--- src/rtl/nuc_pkg.sv ---
// Shared definitions for the nucleotide frequency estimator and its sampler
// neighbours: symbol encodings, widths, the estimator state enum and the
// count-to-numerator scaling helper.
package nuc_pkg;

    localparam int CNT_W             = 12;              // counters and total; 4095 must fit
    localparam int PROB_W            = 10;              // sampler probability width
    localparam int PROB_MAX          = 1023;
    localparam int SAMPLER_SUM_LIMIT = 4093;            // sampler rejects prob sums above this
    localparam int NUM_W             = CNT_W + PROB_W;  // exact width of cnt*1023

    localparam logic [1:0] NUC_A = 2'b00;
    localparam logic [1:0] NUC_C = 2'b01;
    localparam logic [1:0] NUC_G = 2'b10;
    localparam logic [1:0] NUC_T = 2'b11;

    typedef enum logic [1:0] {
        ST_ACCUM  = 2'd0,
        ST_DIVIDE = 2'd1,
        ST_HOLD   = 2'd2
    } est_state_e;

    // cnt*1023 computed as cnt*1024 - cnt, so no multiplier is needed.
    function automatic logic [NUM_W-1:0] scale_count(input logic [CNT_W-1:0] cnt);
        return ({{PROB_W{1'b0}}, cnt} << PROB_W) - {{PROB_W{1'b0}}, cnt};
    endfunction

endpackage

--- src/rtl/seq_divider.sv ---
// Iterative restoring unsigned divider, one quotient bit per clock.
// Ports:
//   clk, reset          clock, async active-high reset
//   start               begin a division (honoured only when not busy)
//   dividend, divisor   operands, sampled on the start cycle
//   busy                division in progress
//   done                one-cycle pulse after the last quotient bit
//   quotient            low QUO_W bits of the quotient, valid while done
// The first quotient bit is produced on the same edge that samples start, so a
// division takes exactly DVD_W edges and a new start may be issued during done.
module seq_divider #(
    parameter int DVD_W = 22,
    parameter int DVS_W = 12,
    parameter int QUO_W = DVD_W
) (
    input  logic             clk,
    input  logic             reset,
    input  logic             start,
    input  logic [DVD_W-1:0] dividend,
    input  logic [DVS_W-1:0] divisor,
    output logic             busy,
    output logic             done,
    output logic [QUO_W-1:0] quotient
);

    localparam int SC_W = $clog2(DVD_W);

    logic [DVS_W-1:0] rem_q, rem_d;
    logic [DVS_W-1:0] dvs_q, dvs_d;
    logic [DVD_W-1:0] quo_q, quo_d;   // remaining dividend bits shift out the top, quotient bits in at the bottom
    logic [SC_W-1:0]  step_q, step_d; // steps left after the next one
    logic             busy_q, busy_d;
    logic             done_q, done_d;

    logic             fire;
    logic [DVS_W-1:0] rem_in;
    logic [DVS_W-1:0] dvs_in;
    logic [DVD_W-1:0] quo_in;
    logic [DVS_W:0]   trial;
    logic             fits;

    always_comb begin
        fire   = start && !busy_q;
        rem_in = fire ? '0       : rem_q;
        quo_in = fire ? dividend : quo_q;
        dvs_in = fire ? divisor  : dvs_q;
        trial  = {rem_in, quo_in[DVD_W-1]};
        fits   = (trial >= {1'b0, dvs_in});

        rem_d  = rem_q;
        quo_d  = quo_q;
        dvs_d  = dvs_q;
        step_d = step_q;
        busy_d = busy_q;
        done_d = 1'b0;

        if (fire || busy_q) begin
            // The partial remainder is always below the divisor, so it fits DVS_W bits.
            rem_d = fits ? DVS_W'(trial - {1'b0, dvs_in}) : trial[DVS_W-1:0];
            quo_d = {quo_in[DVD_W-2:0], fits};
            dvs_d = dvs_in;
            if (fire) begin
                busy_d = 1'b1;
                step_d = SC_W'(DVD_W - 2);
            end else if (step_q == '0) begin
                busy_d = 1'b0;
                done_d = 1'b1;
            end else begin
                step_d = step_q - 1'b1;
            end
        end
    end

    always_ff @(posedge clk or posedge reset) begin
        if (reset) begin
            rem_q  <= '0;
            dvs_q  <= '0;
            quo_q  <= '0;
            step_q <= '0;
            busy_q <= 1'b0;
            done_q <= 1'b0;
        end else begin
            rem_q  <= rem_d;
            dvs_q  <= dvs_d;
            quo_q  <= quo_d;
            step_q <= step_d;
            busy_q <= busy_d;
            done_q <= done_d;
        end
    end

    assign busy     = busy_q;
    assign done     = done_q;
    assign quotient = quo_q[QUO_W-1:0];

endmodule

--- src/rtl/nuc_freq_estimator.sv ---
// Counts A/C/G/T symbols over a window and reports each as floor(cnt*1023/total),
// ready to drive a sampler's prob_A..prob_T inputs.
// Ports:
//   clk, reset                     clock, async active-high reset
//   in_valid/in_nuc/in_last        symbol stream; in_last closes the window early
//   in_ready                       symbol accepted this cycle (registered)
//   out_valid/out_ready            result handshake
//   prob_A..prob_T, out_total      frequencies and sample count of the closed window
//
// state     | meaning
// ----------+-----------------------------------------------------------
// ST_ACCUM  | accepting symbols, counting per symbol and in total
// ST_DIVIDE | dividing A, C, G, T in turn through one shared divider
// ST_HOLD   | result presented, waiting for out_ready
module nuc_freq_estimator
    import nuc_pkg::*;
#(
    parameter int WINDOW = 1024
) (
    input  logic              clk,
    input  logic              reset,
    input  logic              in_valid,
    input  logic [1:0]        in_nuc,
    input  logic              in_last,
    output logic              in_ready,
    output logic              out_valid,
    input  logic              out_ready,
    output logic [PROB_W-1:0] prob_A,
    output logic [PROB_W-1:0] prob_C,
    output logic [PROB_W-1:0] prob_G,
    output logic [PROB_W-1:0] prob_T,
    output logic [CNT_W-1:0]  out_total
);

    localparam logic [CNT_W-1:0] WIN_LAST = CNT_W'(WINDOW - 1);

    est_state_e                  state_q, state_d;
    logic [3:0][CNT_W-1:0]       cnt_q, cnt_d;
    logic [CNT_W-1:0]            total_q, total_d;
    logic [CNT_W-1:0]            out_total_q, out_total_d;
    logic [3:0][PROB_W-1:0]      prob_q, prob_d;
    logic [1:0]                  sym_q, sym_d;
    logic                        in_ready_q, in_ready_d;
    logic                        start_q, start_d;

    logic                        accept;
    logic                        closing;
    logic                        div_start;
    logic                        div_busy;
    logic                        div_done;
    logic [1:0]                  div_sym;
    logic [NUM_W-1:0]            div_num;
    logic [PROB_W-1:0]           div_quot;

    assign accept  = (state_q == ST_ACCUM) && in_valid && in_ready_q;
    assign closing = accept && (in_last || (total_q == WIN_LAST));

    // The first division is kicked by start_q; each later one starts in the
    // done cycle of the previous symbol so the four divisions run back to back.
    assign div_start = !div_busy &&
                       (start_q || ((state_q == ST_DIVIDE) && div_done && (sym_q != 2'd3)));
    assign div_sym   = start_q ? 2'd0 : sym_q + 2'd1;
    assign div_num   = scale_count(cnt_q[div_sym]);

    seq_divider #(
        .DVD_W (NUM_W),
        .DVS_W (CNT_W),
        .QUO_W (PROB_W)
    ) u_div (
        .clk      (clk),
        .reset    (reset),
        .start    (div_start),
        .dividend (div_num),
        .divisor  (total_q),
        .busy     (div_busy),
        .done     (div_done),
        .quotient (div_quot)
    );

    always_comb begin
        state_d     = state_q;
        cnt_d       = cnt_q;
        total_d     = total_q;
        out_total_d = out_total_q;
        prob_d      = prob_q;
        sym_d       = sym_q;
        in_ready_d  = in_ready_q;
        start_d     = 1'b0;

        case (state_q)
            ST_ACCUM: begin
                in_ready_d = 1'b1;
                if (accept) begin
                    cnt_d[in_nuc] = cnt_q[in_nuc] + 1'b1;
                    total_d       = total_q + 1'b1;
                end
                if (closing) begin
                    state_d    = ST_DIVIDE;
                    in_ready_d = 1'b0;
                    start_d    = 1'b1;
                    sym_d      = 2'd0;
                end
            end
            ST_DIVIDE: begin
                in_ready_d = 1'b0;
                if (div_done) begin
                    prob_d[sym_q] = div_quot;
                    if (sym_q == 2'd3) begin
                        state_d     = ST_HOLD;
                        out_total_d = total_q;
                    end else begin
                        sym_d = sym_q + 2'd1;
                    end
                end
            end
            ST_HOLD: begin
                in_ready_d = 1'b0;
                if (out_ready) begin
                    state_d    = ST_ACCUM;
                    cnt_d      = '0;
                    total_d    = '0;
                    in_ready_d = 1'b1;
                end
            end
            default: begin
                state_d    = ST_ACCUM;
                in_ready_d = 1'b0;
            end
        endcase
    end

    always_ff @(posedge clk or posedge reset) begin
        if (reset) begin
            state_q     <= ST_ACCUM;
            cnt_q       <= '0;
            total_q     <= '0;
            out_total_q <= '0;
            prob_q      <= '0;
            sym_q       <= 2'd0;
            in_ready_q  <= 1'b0;
            start_q     <= 1'b0;
        end else begin
            state_q     <= state_d;
            cnt_q       <= cnt_d;
            total_q     <= total_d;
            out_total_q <= out_total_d;
            prob_q      <= prob_d;
            sym_q       <= sym_d;
            in_ready_q  <= in_ready_d;
            start_q     <= start_d;
        end
    end

    assign in_ready  = in_ready_q;
    assign out_valid = (state_q == ST_HOLD);
    assign prob_A    = prob_q[0];
    assign prob_C    = prob_q[1];
    assign prob_G    = prob_q[2];
    assign prob_T    = prob_q[3];
    assign out_total = out_total_q;

endmodule

--- config.mk ---
export PLATFORM = sky130hd
export DESIGN_NAME = nuc_freq_estimator
export DESIGN_NICKNAME = d
export VERILOG_FILES = /design/src/rtl/nuc_pkg.sv /design/src/rtl/seq_divider.sv /design/src/rtl/nuc_freq_estimator.sv
export SDC_FILE = /design/constraint.sdc
export NUM_CORES = 1
export LEC_CHECK = 0
export CAP_MARGIN = 20
export CORE_ASPECT_RATIO = 2
export CORE_UTILIZATION = 30
export DETAILED_ROUTE_END_ITERATION = 16
export GPL_ROUTABILITY_DRIVEN = 0
export SKIP_LAST_GASP = 1
export SYNTH_ARGS = -nofsm -noshare
export SYNTH_HDL_FRONTEND = slang
export SYNTH_SLANG_ARGS = --single-unit
--- constraint.sdc ---
create_clock -name clk -period 6.81 [get_ports clk]
set_input_delay 1.362 -clock clk [delete_from_list [all_inputs] [get_ports clk]]
set_output_delay 1.362 -clock clk [all_outputs]
set_load 0.01 [all_outputs]
# --- Yosys cells after proc, flatten, opt, wreduce, memory -nomap -nowiden ---
# Index checks and enable logic that the tools add are counted.
op_classes:
  add_sub_neg: 6
  n_lt_le_gt_ge: 6
  eq_ne: 12
  mux: 42
  n_reduce_logical: 25
op_table:
  columns: ["op", "n"]
  rows:
  - ["two-way mux 12 bit", 8]
  - ["two-way mux 48 bit", 2]
  - ["one-hot mux 48 bit (2 select lines)", 1]
  - ["binary-select mux 12 bit (select 2 bit)", 2]
  - ["bitwise mux 48 bit", 1]
  - ["bitwise mux 40 bit", 1]
  - ["adder 12 x 1 -> 12 bit (second input constant)", 2]
  - ["demux 12 bit (select 2 bit)", 1]
  - ["one-hot mux 12 bit (2 select lines)", 1]
  - ["two-way mux 22 bit", 1]
  - ["subtractor 22 x 12 -> 22 bit", 1]
  - ["demux 10 bit (select 2 bit)", 1]
  - ["two-way mux 2 bit", 8]
  - [">= comparator 13 x 12 -> 1 bit", 1]
  - ["== test 12 x 10 -> 1 bit (second input constant)", 1]
  - ["subtractor 12 bit", 1]
  - ["two-way mux 10 bit", 1]
  - ["two-way mux 5 bit", 2]
  - ["logical AND 1 bit", 9]
  - ["less-than comparator 2 x 3 -> 1 bit (second input constant)", 3]
  - ["two-way mux 1 bit", 9]
  - ["inequality test 2 x 1 -> 1 bit (second input constant)", 4]
  - ["inequality test 2 bit (second input constant)", 4]
  - ["AND reduction 4 bit", 2]
  - ["15 further kinds", 24]
totals:
  regBits: 171
  inputBits: 7
  output_inout_bits: 54
  word_cells: 111

# --- Depth between registers and ports, before layout ---
# Gate-level depths: netlist of run 1.
depth:
  depth_word: 9
  ltp_mapped: 26
  depth_no_buf: 22

# --- Hierarchy ---
# From an unflattened synthesis of run 1, not the netlist that was laid out.
unflattened:
  hier_cells: 901
  hier_area_um2: 9322.7
by_module_without_submodules:
  columns: ["mod", "n_inst", "cells_each", "area_each_um2", "seq_area_each_um2"]
  rows:
  - ["nuc_freq_estimator", 1, 550, 6064.6, 2952.8]
  - ["seq_divider", 1, 351, 3258.1, 1326.3]

# --- Worst setup path before layout of run 1 ---
# Ideal clock, no wire load.
synth_path:
  kind: "reg-to-reg"
  startpoint: "register sym_q[0]"
  endpoint: "register u_div.rem_q[10]"
  setup_time_ns: 0.126
  arrival_time_ns: 4.913
  required_ns: 6.684
  path_slack_ns: 1.771
  stages_incl_launch_ff: 27
  path_buffers: 5
  period_less_slack_ns: 5.039
  cell_sequence: "dfrtp_1 -> buf_6 -> buf_6 -> inv_2 -> ha_1 -> buf_2 -> nor2b_1 -> buf_2 -> a22o_1 -> a21oi_1 -> inv_1 -> ha_1 -> a21o_1 -> nor4b_4 -> nand2_1 -> and4bb_1 -> o31ai_2 -> ha_1 -> nor2b_1 -> o21ai_1 -> a21oi_1 -> o31ai_1 -> a31oi_1 -> o22ai_2 -> and2_1 -> clkbuf_1 -> a221o_1"
synth_between:
  elab_chain_len: 8
  word_cells_on_any_way: 17
  cone_classes: "3 x add/sub; 1 x order compare; 1 x eq/ne; 7 x mux; 5 x reduce/logical"
synth_rtl:
  columns: ["element", "line", "rtl"]
  rows:
  - ["start: declaration", "nuc_freq_estimator.sv:42", "logic [1:0] sym_q, sym_d;"]
  - ["start signal: assignment", "nuc_freq_estimator.sv:148", "sym_q <= sym_d;"]
  - ["adder 2 x 1 -> 2 bit / inequality test 2 bit (equally long branches)", "nuc_freq_estimator.sv:62, nuc_freq_estimator.sv:61", null]
  - ["two-way mux 2 bit / logical AND 1 bit (equally long branches)", "nuc_freq_estimator.sv:62, nuc_freq_estimator.sv:61", null]
  - ["binary-select mux 12 bit (select 2 bit) / logical OR 1 bit (equally long branches)", "nuc_freq_estimator.sv:63, nuc_freq_estimator.sv:61", null]
  - ["two-way mux 12 bit (implied by the code) / logical AND 1 bit (equally long branches)", "nuc_freq_estimator.sv:63, nuc_freq_estimator.sv:60", null]
  - ["subtractor 22 x 12 -> 22 bit / logical AND 1 bit (equally long branches)", "nuc_pkg.sv:25, seq_divider.sv:43", null]
  - ["two-way mux 22 bit (tied with other cells)", "seq_divider.sv:45", "quo_in = fire ? dividend : quo_q;"]
  - ["subtractor 12 bit / >= comparator 13 x 12 -> 1 bit (equally long branches)", "seq_divider.sv:59, seq_divider.sv:48", null]
  - ["two-way mux 12 bit", "seq_divider.sv:59", "rem_d = fits ? DVS_W'(trial - {1'b0, dvs_in}) : trial[DVS_W-1:0];"]
  - ["end signal: assignment", "seq_divider.sv:83", "rem_q <= rem_d;"]
  - ["end: declaration", "seq_divider.sv:28", "logic [DVS_W-1:0] rem_q, rem_d;"]
# Parallel ways exist; a longest one is shown, timed or not. The select of a mux whose other input is x is not followed.
# A chain may end at the register's enable or synchronous reset.

# --- Worst setup path after layout of run 1 ---
layout_path:
  startpoint: "register sym_q[1]"
  endpoint: "register u_div.rem_q[10]"
# The elaborated chain is that of the path after synthesis.

==> flow_metrics.py, run 1 <==
metrics = {
    "floorplanning": {
        "core-area_um2": 29400,
        "die_area_um2": 30600,
        "die_x_um": 124,
        "die_h_um": 246,
        "rows": 89,
        "ios": 61,
        "start_util_pct": 30.5,
    },
    "global_routing": {
        "antenna_found_initial": 0,
        "grt_pass1_wl_um": 36100,
        "grt_pass1_vias": 6591,
        "gr-usage-all-layers_pct": 15.0,
        "overflow": 0,
        "grt_max_degree": 64,
    },
    "worst_setup_path": {
        "slowest_stage": "ha_1",
        "cp-end-kind": "flop",
        "r2r_cells": 18,
        "worst-setup-path-type": "flop to flop",
        "crit_top_cell": "ha_1",
        "arrival_ns": 6.01,
        "max_stage_delay_ns": 0.65,
        "path_max_fanout": 16,
        "critPathRequiredTime_ns": 7.19,
        "cp-start-kind": "flop",
        "crit_chain": "inv_1 -> ha_1 -> nor2b_1 -> a221oi_1 -> ha_1 -> a21o_1 -> nor4b_4 -> a41oi_1 -> o31ai_2 -> ha_1 -> nor2b_1 -> o21ai_1 -> a21oi_1 -> o31ai_1 -> a31oi_1 -> o22ai_2 -> and2_1 -> a221o_1",
    },
    "job": {
        "cap_viol_max_count": 0,
    },
    "synth": {
        "ys_seq_area_share_pct": 47.7,
        "async_flop_share_pct": 100,
        "syn_nets": 878,
        "synth_top_area_share_pct": 47.7,
        "synth_seq_cells": 171,
        "synthTopCellsByArea": "dfrtp_1 48%, mux2_2 6.8%, mux2i_1 3.6%",
        "synth-xor-area-share_pct": 3.81,
        "syn_inst": 847,
        "ys_types": 72,
        "synth_area_leader_cell": "dfrtp_1",
        "synth_top_family_by_area": "simple AND/OR/NAND/NOR gates",
        "synth-simple-area-share_pct": 14.8,
        "synth_edf_count": 0,
        "synthAdderAreaFrac_pct": 3.43,
        "synth_mux_area_share_pct": 14.2,
        "yosys_warnings": 0,
        "synth_compound_area_share_pct": 12.4,
        "syn_area_per_cell_um2": 10.6,
        "synthFlopType": "dfrtp_1",
        "syn-cell-area_um2": 8960,
    },
    "finish": {
        "antennaDiodeCount": 0,
        "nFillCells": 2940,
        "multi_input_area_um2": 4360,
        "ff_latch_area_um2": 4280,
        "areaGrowthSynthToFinish_pct": 17.4,
        "drive_gt1_share_pct": 15.1,
        "nets": 926,
    },
    "timing": {
        "hold_viol": 0,
        "skew_ns": 0.00963,
        "setup_violations": 0,
        "period_needed_ns": 5.63,
        "worst_pin_slew_ns": 0.884,
        "setup_tns_ns": 0,
        "rsz0062_at_grt": "false",
        "fmax_ghz": 0.178,
        "setup_slack_ns": 1.18,
        "fin_crit_sh_pct": 82.7,
        "drv_slew": 0,
        "max-slew-margin-rel_pct": 40.9,
    },
    "outcome": {
        "status": "complete, no violations",
    },
    "place": {
        "pre_cts_slack_ns": 1.16,
        "io_buffers": 60,
        "dp_hpwl_um": 16400,
    },
    "pwr": {
        "p_per_area_nw_per_um2": 436,
        "leakage_nw": 4.81,
        "ir_drop_mv": 0.250,
    },
    "clock_network": {
        "cts_tree": "built",
        "insertion_delay_ns": 0.44,
        "cts-resized-gates": 0,
        "cts-root-buf": "clkbuf_16",
        "cts_setup_buffers": 0,
        "clk_path_buf_depth": 2,
        "htreeDepth": 4,
        "numCtsBuffers": 17,
        "clk_pin_slew_ns": 0.06,
        "cts_num_sinks": 171,
        "hold_buffers": 0,
    },
    "detailed_routing": {
        "initialDrtViolationCount": 356,
        "post_drt_wl_per_cell_um": 17.5,
        "first_pass_iters": 4,
        "drc": 0,
        "postRouteAntennaNets": 0,
        "wl_um": 22200,
        "vias_per_cell": 5.16,
        "dr_total_vias": 6569,
    },
    "worst_hold_path": {
        "hp-class": "flop to flop",
        "min_path_cells": 2,
    },
}
## state kept, by name, indices dropped and copies added, names as in the netlist, 2 cells and up
name          count
u_div.dvs_q      12
prob_T           10
u_div.quo_q      22
sym_q             2
total_q          12
prob_A           10
prob_C           10
prob_G           10
out_total        12
cnt_q            48
u_div.rem_q      12
u_div.step_q      5
state_q           2
## report_power, final
part           total (W)  internal, W  switching, W  leakage [nW]
combinational    0.00215     0.000946       0.00121          2.24
sequential       0.00146      0.00125      0.000204          2.28
clock           0.000981     0.000562      0.000420         0.286
## metal layers
metal,wire length [µm],vias to the layer above,GRT usage [%]
met2,12600,101,28.8
met1,8210,3278,15.2
met5,0,-,0
li1,-,3138,-
met4,937,0,8.54
met3,469,52,2.45
## placed cells by master (no fill, tap or decap), drive strengths merged, types with 3 or more instances in the layout
master           n
a21o             6
a21oi           22
a221o            7
a221oi           6
a22o             9
a22oi            8
a31oi            4
and2            14
and3             7
and4bb           3
buf             14
clkbuf          19
clkdlybuf4s50   60
clkinv           6
clkinvlp         3
dfrtp          171
ha              23
inv             37
mux2            60
mux2i           32
mux4            12
nand2           86
nand2b           5
nand3           54
nand4            8
nor2            47
nor2b            6
nor3            19
nor4b            3
o21a             3
o21ai           65
o22ai            6
o31ai            8
or3              4
xnor2           15
xor2            24
## path summary, 6_finish.rpt
| path | startpoint | end | slack [ns] |
|---|---|---|---|
| max in group asynchronous | reset | u_div.quo_q[10]$_DFFE_PP0P_ | 4.22 |
| worst max-delay path | sym_q[1]$_DFFE_PP0P_ | u_div.rem_q[10]$_DFFE_PP0P_ | 1.18 |
| worst max register to register | sym_q[1]$_DFFE_PP0P_ | u_div.rem_q[10]$_DFFE_PP0P_ | 1.18 |
| min in group asynchronous | reset | cnt_q[25]$_DFFE_PP0P_ | 1.36 |
| worst min register to register | u_div.dvs_q[0]$_DFFE_PP0P_ | u_div.dvs_q[0]$_DFFE_PP0P_ | 0.47 |
| worst min-delay path | u_div.dvs_q[0]$_DFFE_PP0P_ | u_div.dvs_q[0]$_DFFE_PP0P_ | 0.47 |
## worst max-delay path, delay by kind of cell (launching register included)
kind            cells  cell delay [ns]
compound gates     10             2.50
fa+ha+maj           3             1.31
simple gates        4             1.29
flops               1             0.37
buf+inv             1             0.08
## final cells by class
class	instances	area share [%]
multi-input cells	596	41.4
clock inverters	13	1.34
well taps	364	4.33
clock buffers	19	4.30
flip-flops and latches	171	40.6
repair buffers	74	6.70
inverters	35	1.30
## through the flow
step	utilization [%]	cell area, µm²	instances	total power, W	hold WS [ns]
2_1_floorplan	-	8960	847	0.00304	0.440
3_3_place_gp	33.8	9930	1240	0.00360	0.453
3_5_place_dp	33.8	9930	1240	0.00363	0.459
4_1_cts	35.8	10500	1272	0.00463	0.475
5_1_grt	35.8	10500	1272	0.00491	0.509
6_report	35.8	10500	1272	0.00459	0.468
## kinds of logic (layout without fill, tap and decap cells)
| logic type | after synthesis | in the layout |
|---|---|---|
| flip-flops | 171 | 171 |
| XOR/XNOR | 39 | 39 |
| AO/OA/AOI/OAI | 162 | 162 |
| AND/OR/NAND/NOR | 267 | 267 |
| buffers and inverters | 80 | 141 |
| multiplexers | 104 | 104 |
| adder cells (fa/ha/maj) | 24 | 24 |
## cell usage after synthesis, types with 14 or more instances
library cell  number
a21oi_1           20
nor2_1            46
xor2_1            24
xnor2_1           15
nor3_1            19
nand2_1           85
nand3_1           54
dfrtp_1          171
mux2_2            54
mux2i_1           32
clkbuf_1          26
and2_1            14
inv_1             32
o21ai_0           50
ha_1              23
Note: power is estimated with default switching activity, not from simulation.
==> inputs of run 2 (changes only) <==
==> constraint.sdc (replaced) <==
create_clock -name clk -period 5.6 [get_ports clk]
set_input_delay 1.12 -clock clk [delete_from_list [all_inputs] [get_ports clk]]
set_output_delay 1.12 -clock clk [all_outputs]
set_load 0.01 [all_outputs]
==> run 2 against run 1 <==
Highest routed layer unchanged. Core utilization grew 0.20 points. Combinational power grew 27%. Via count grew 0.59%. Sequential cell count is the same.
==> flow_metrics.py, run 2 (same netlist as run 1, synthesis figures left out) <==
metrics = {
    "finish": {
        "top_register": "cnt_q",
        "final_common_cell": "dfrtp_1",
        "top_regs": "cnt_q (48), u_div.quo_q (22)",
        "final_cell_mix": "171 x dfrtp_1, 85 x nand2_1, 60 x clkdlybuf4s50_1",
        "ff_latch_area_um2": 4280,
        "areaGrowthSynthToFinish_pct": 18.1,
        "stdcell_count": 1279,
        "nFillCells": 2970,
        "largest_reg_flops": 48,
        "post-route-util_pct": 36.0,
        "nets": 933,
        "final_cell_area_um2": 10600,
        "multi_input_area_um2": 4380,
        "antennaDiodeCount": 0,
        "drive_gt1_share_pct": 16.0,
    },
    "timing": {
        "max-slew-margin-rel_pct": 34.6,
        "skew_ns": 0.0109,
        "period_needed_ns": 5.45,
        "fmax_ghz": 0.183,
        "fin_crit_sh_pct": 97.4,
        "hold_viol": 0,
        "setup_slack_ns": 0.145,
        "setup_violations": 0,
        "whs_ns": 0.476,
        "drv_slew": 0,
        "worst_pin_slew_ns": 0.978,
    },
    "worst_setup_path": {
        "arrival_ns": 5.78,
        "worst-setup-path-type": "flop to flop",
        "path_max_fanout": 7,
        "setup.worst_path.start": "sym_q[0]$_DFFE_PP0P_",
        "r2r_cells": 20,
        "r2r-end": "u_div.rem_q[3]$_DFFE_PP0P_",
        "r2r-start": "sym_q[0]$_DFFE_PP0P_",
        "cp-end-kind": "flop",
        "reg2reg_slack_ns": 0.15,
        "endpoint": "u_div.rem_q[3]$_DFFE_PP0P_",
        "cp-start-kind": "flop",
        "critPathRequiredTime_ns": 5.93,
    },
    "clock_network": {
        "cts-root-buf": "clkbuf_16",
        "clk_pin_slew_ns": 0.07,
        "htreeDepth": 4,
        "insertion_delay_ns": 0.44,
        "cts_num_sinks": 171,
        "numCtsBuffers": 17,
        "clk_path_buf_depth": 2,
        "cts_tree": "built",
    },
    "pwr": {
        "seqPwrFrac_pct": 31.4,
        "leakage_nw": 4.83,
        "clkPwrFrac_pct": 20.2,
        "pwr-share-comb_pct": 48.4,
        "switchingPower_w": 0.00229,
        "cellInternalPower_w": 0.00336,
        "p_per_area_nw_per_um2": 534,
        "switching_share_pct": 40.6,
        "ir_drop_mv": 0.263,
    },
    "floorplanning": {
        "core-area_um2": 29400,
        "rows": 89,
        "die_area_um2": 30600,
        "die_h_um": 246,
        "ios": 61,
        "start_util_pct": 30.5,
        "die_x_um": 124,
    },
    "job": {
        "cap_viol_max_count": 0,
    },
    "place": {
        "io_buffers": 60,
        "dp.cells": 1242,
        "dp_hpwl_um": 16600,
        "pre_cts_slack_ns": 0.156,
        "placed_area_um2": 9970,
    },
    "detailed_routing": {
        "drc": 0,
        "first_pass_iters": 5,
        "initialDrtViolationCount": 353,
        "post_drt_wl_per_cell_um": 17.8,
        "dr_total_vias": 6608,
        "postRouteAntennaNets": 0,
        "wl_um": 22800,
        "vias_per_cell": 5.17,
    },
    "outcome": {
        "status": "complete, no violations",
    },
    "worst_hold_path": {
        "min_path_cells": 2,
        "hp-class": "flop to flop",
    },
    "global_routing": {
        "gr-usage-all-layers_pct": 15.2,
        "grt_max_degree": 172,
        "overflow": 0,
        "grt_pass1_vias": 6652,
        "grt_pass1_wl_um": 36600,
        "antenna_found_initial": 0,
    },
}
## run 2: changes by cell type in the layout (fill, tap and decap cells not counted), moves of 2 or more
cell and delta:
buf_4 +6, clkbuf_8 -2, clkinv_4 +2, clkinvlp_4 +2
## run 2: cell type report
type | count | area share, %
Inverter | 35 | 1.28
Clock inverter | 15 | 1.32
Sequential cell | 171 | 40.4
Multi-Input combinational cell | 596 | 41.4
Tap cell | 364 | 4.30
Clock buffer | 17 | 4.02
Timing Repair Buffer | 81 | 7.28
## run 2: worst min-delay path by stage
stage                                     start  slack (ns)                           to
floorplan            u_div.dvs_q[1]$_DFFE_PP0P_        0.44   u_div.dvs_q[1]$_DFFE_PP0P_
global placement     u_div.dvs_q[1]$_DFFE_PP0P_        0.45   u_div.dvs_q[1]$_DFFE_PP0P_
detailed placement  u_div.dvs_q[11]$_DFFE_PP0P_        0.46  u_div.dvs_q[11]$_DFFE_PP0P_
CTS                 u_div.dvs_q[11]$_DFFE_PP0P_        0.48  u_div.dvs_q[11]$_DFFE_PP0P_
global route         u_div.dvs_q[0]$_DFFE_PP0P_        0.50   u_div.dvs_q[0]$_DFFE_PP0P_
finish               u_div.dvs_q[1]$_DFFE_PP0P_        0.48   u_div.dvs_q[1]$_DFFE_PP0P_
## run 2: through the flow
stage | TNS, ns | total power [W]
finish | 0 | 0.00565
detailed placement | 0 | 0.00445
global route | -0.0179 | 0.00601
floorplan | 0 | 0.00369
CTS | 0 | 0.00561
global placement | 0 | 0.00440
## run 2: worst max-delay path: stages, from the launching register on
cell,delay [ns]
dfrtp_1,0.37
inv_2,0.09
ha_1,0.40
nor2b_2,0.25
a22o_1,0.19
a21oi_1,0.20
inv_1,0.07
ha_1,0.38
a21o_1,0.24
nor4b_4,0.41
a41oi_1,0.20
o31ai_2,0.33
ha_1,0.25
nor2b_1,0.05
o21ai_1,0.16
a21oi_1,0.13
o31ai_1,0.44
a31oi_1,0.35
o221a_2,0.39
and3b_1,0.18
a221o_1,0.25
## run 2: power groups by stage
stage          clock network, W  logic (W)  registers (W)
2_1_floorplan                 0    0.00195        0.00174
3_5_place_dp                  0    0.00265        0.00180
5_1_grt                 0.00122    0.00298        0.00181
3_3_place_gp                  0    0.00261        0.00179
4_1_cts                 0.00117    0.00265        0.00178
6_report                0.00114    0.00273        0.00177
## run 2: routing by layer
metal  global-route usage [%]  routed length [µm]  vias to the layer above
li1                         -                   -                     3138
met1                     15.5                8430                     3307
met2                     29.3               13000                      112
met3                     2.19                 491                       51
met4                     8.22                 889                        0
met5                        0                   0                        -
## run 2: what timing repair did
item / 4_1_cts / 5_1_grt
setup buffers: 0 / 5
resized for setup: 0 / 3
setup endpoints to repair: 0 / 9
hold buffers: 0 / 0
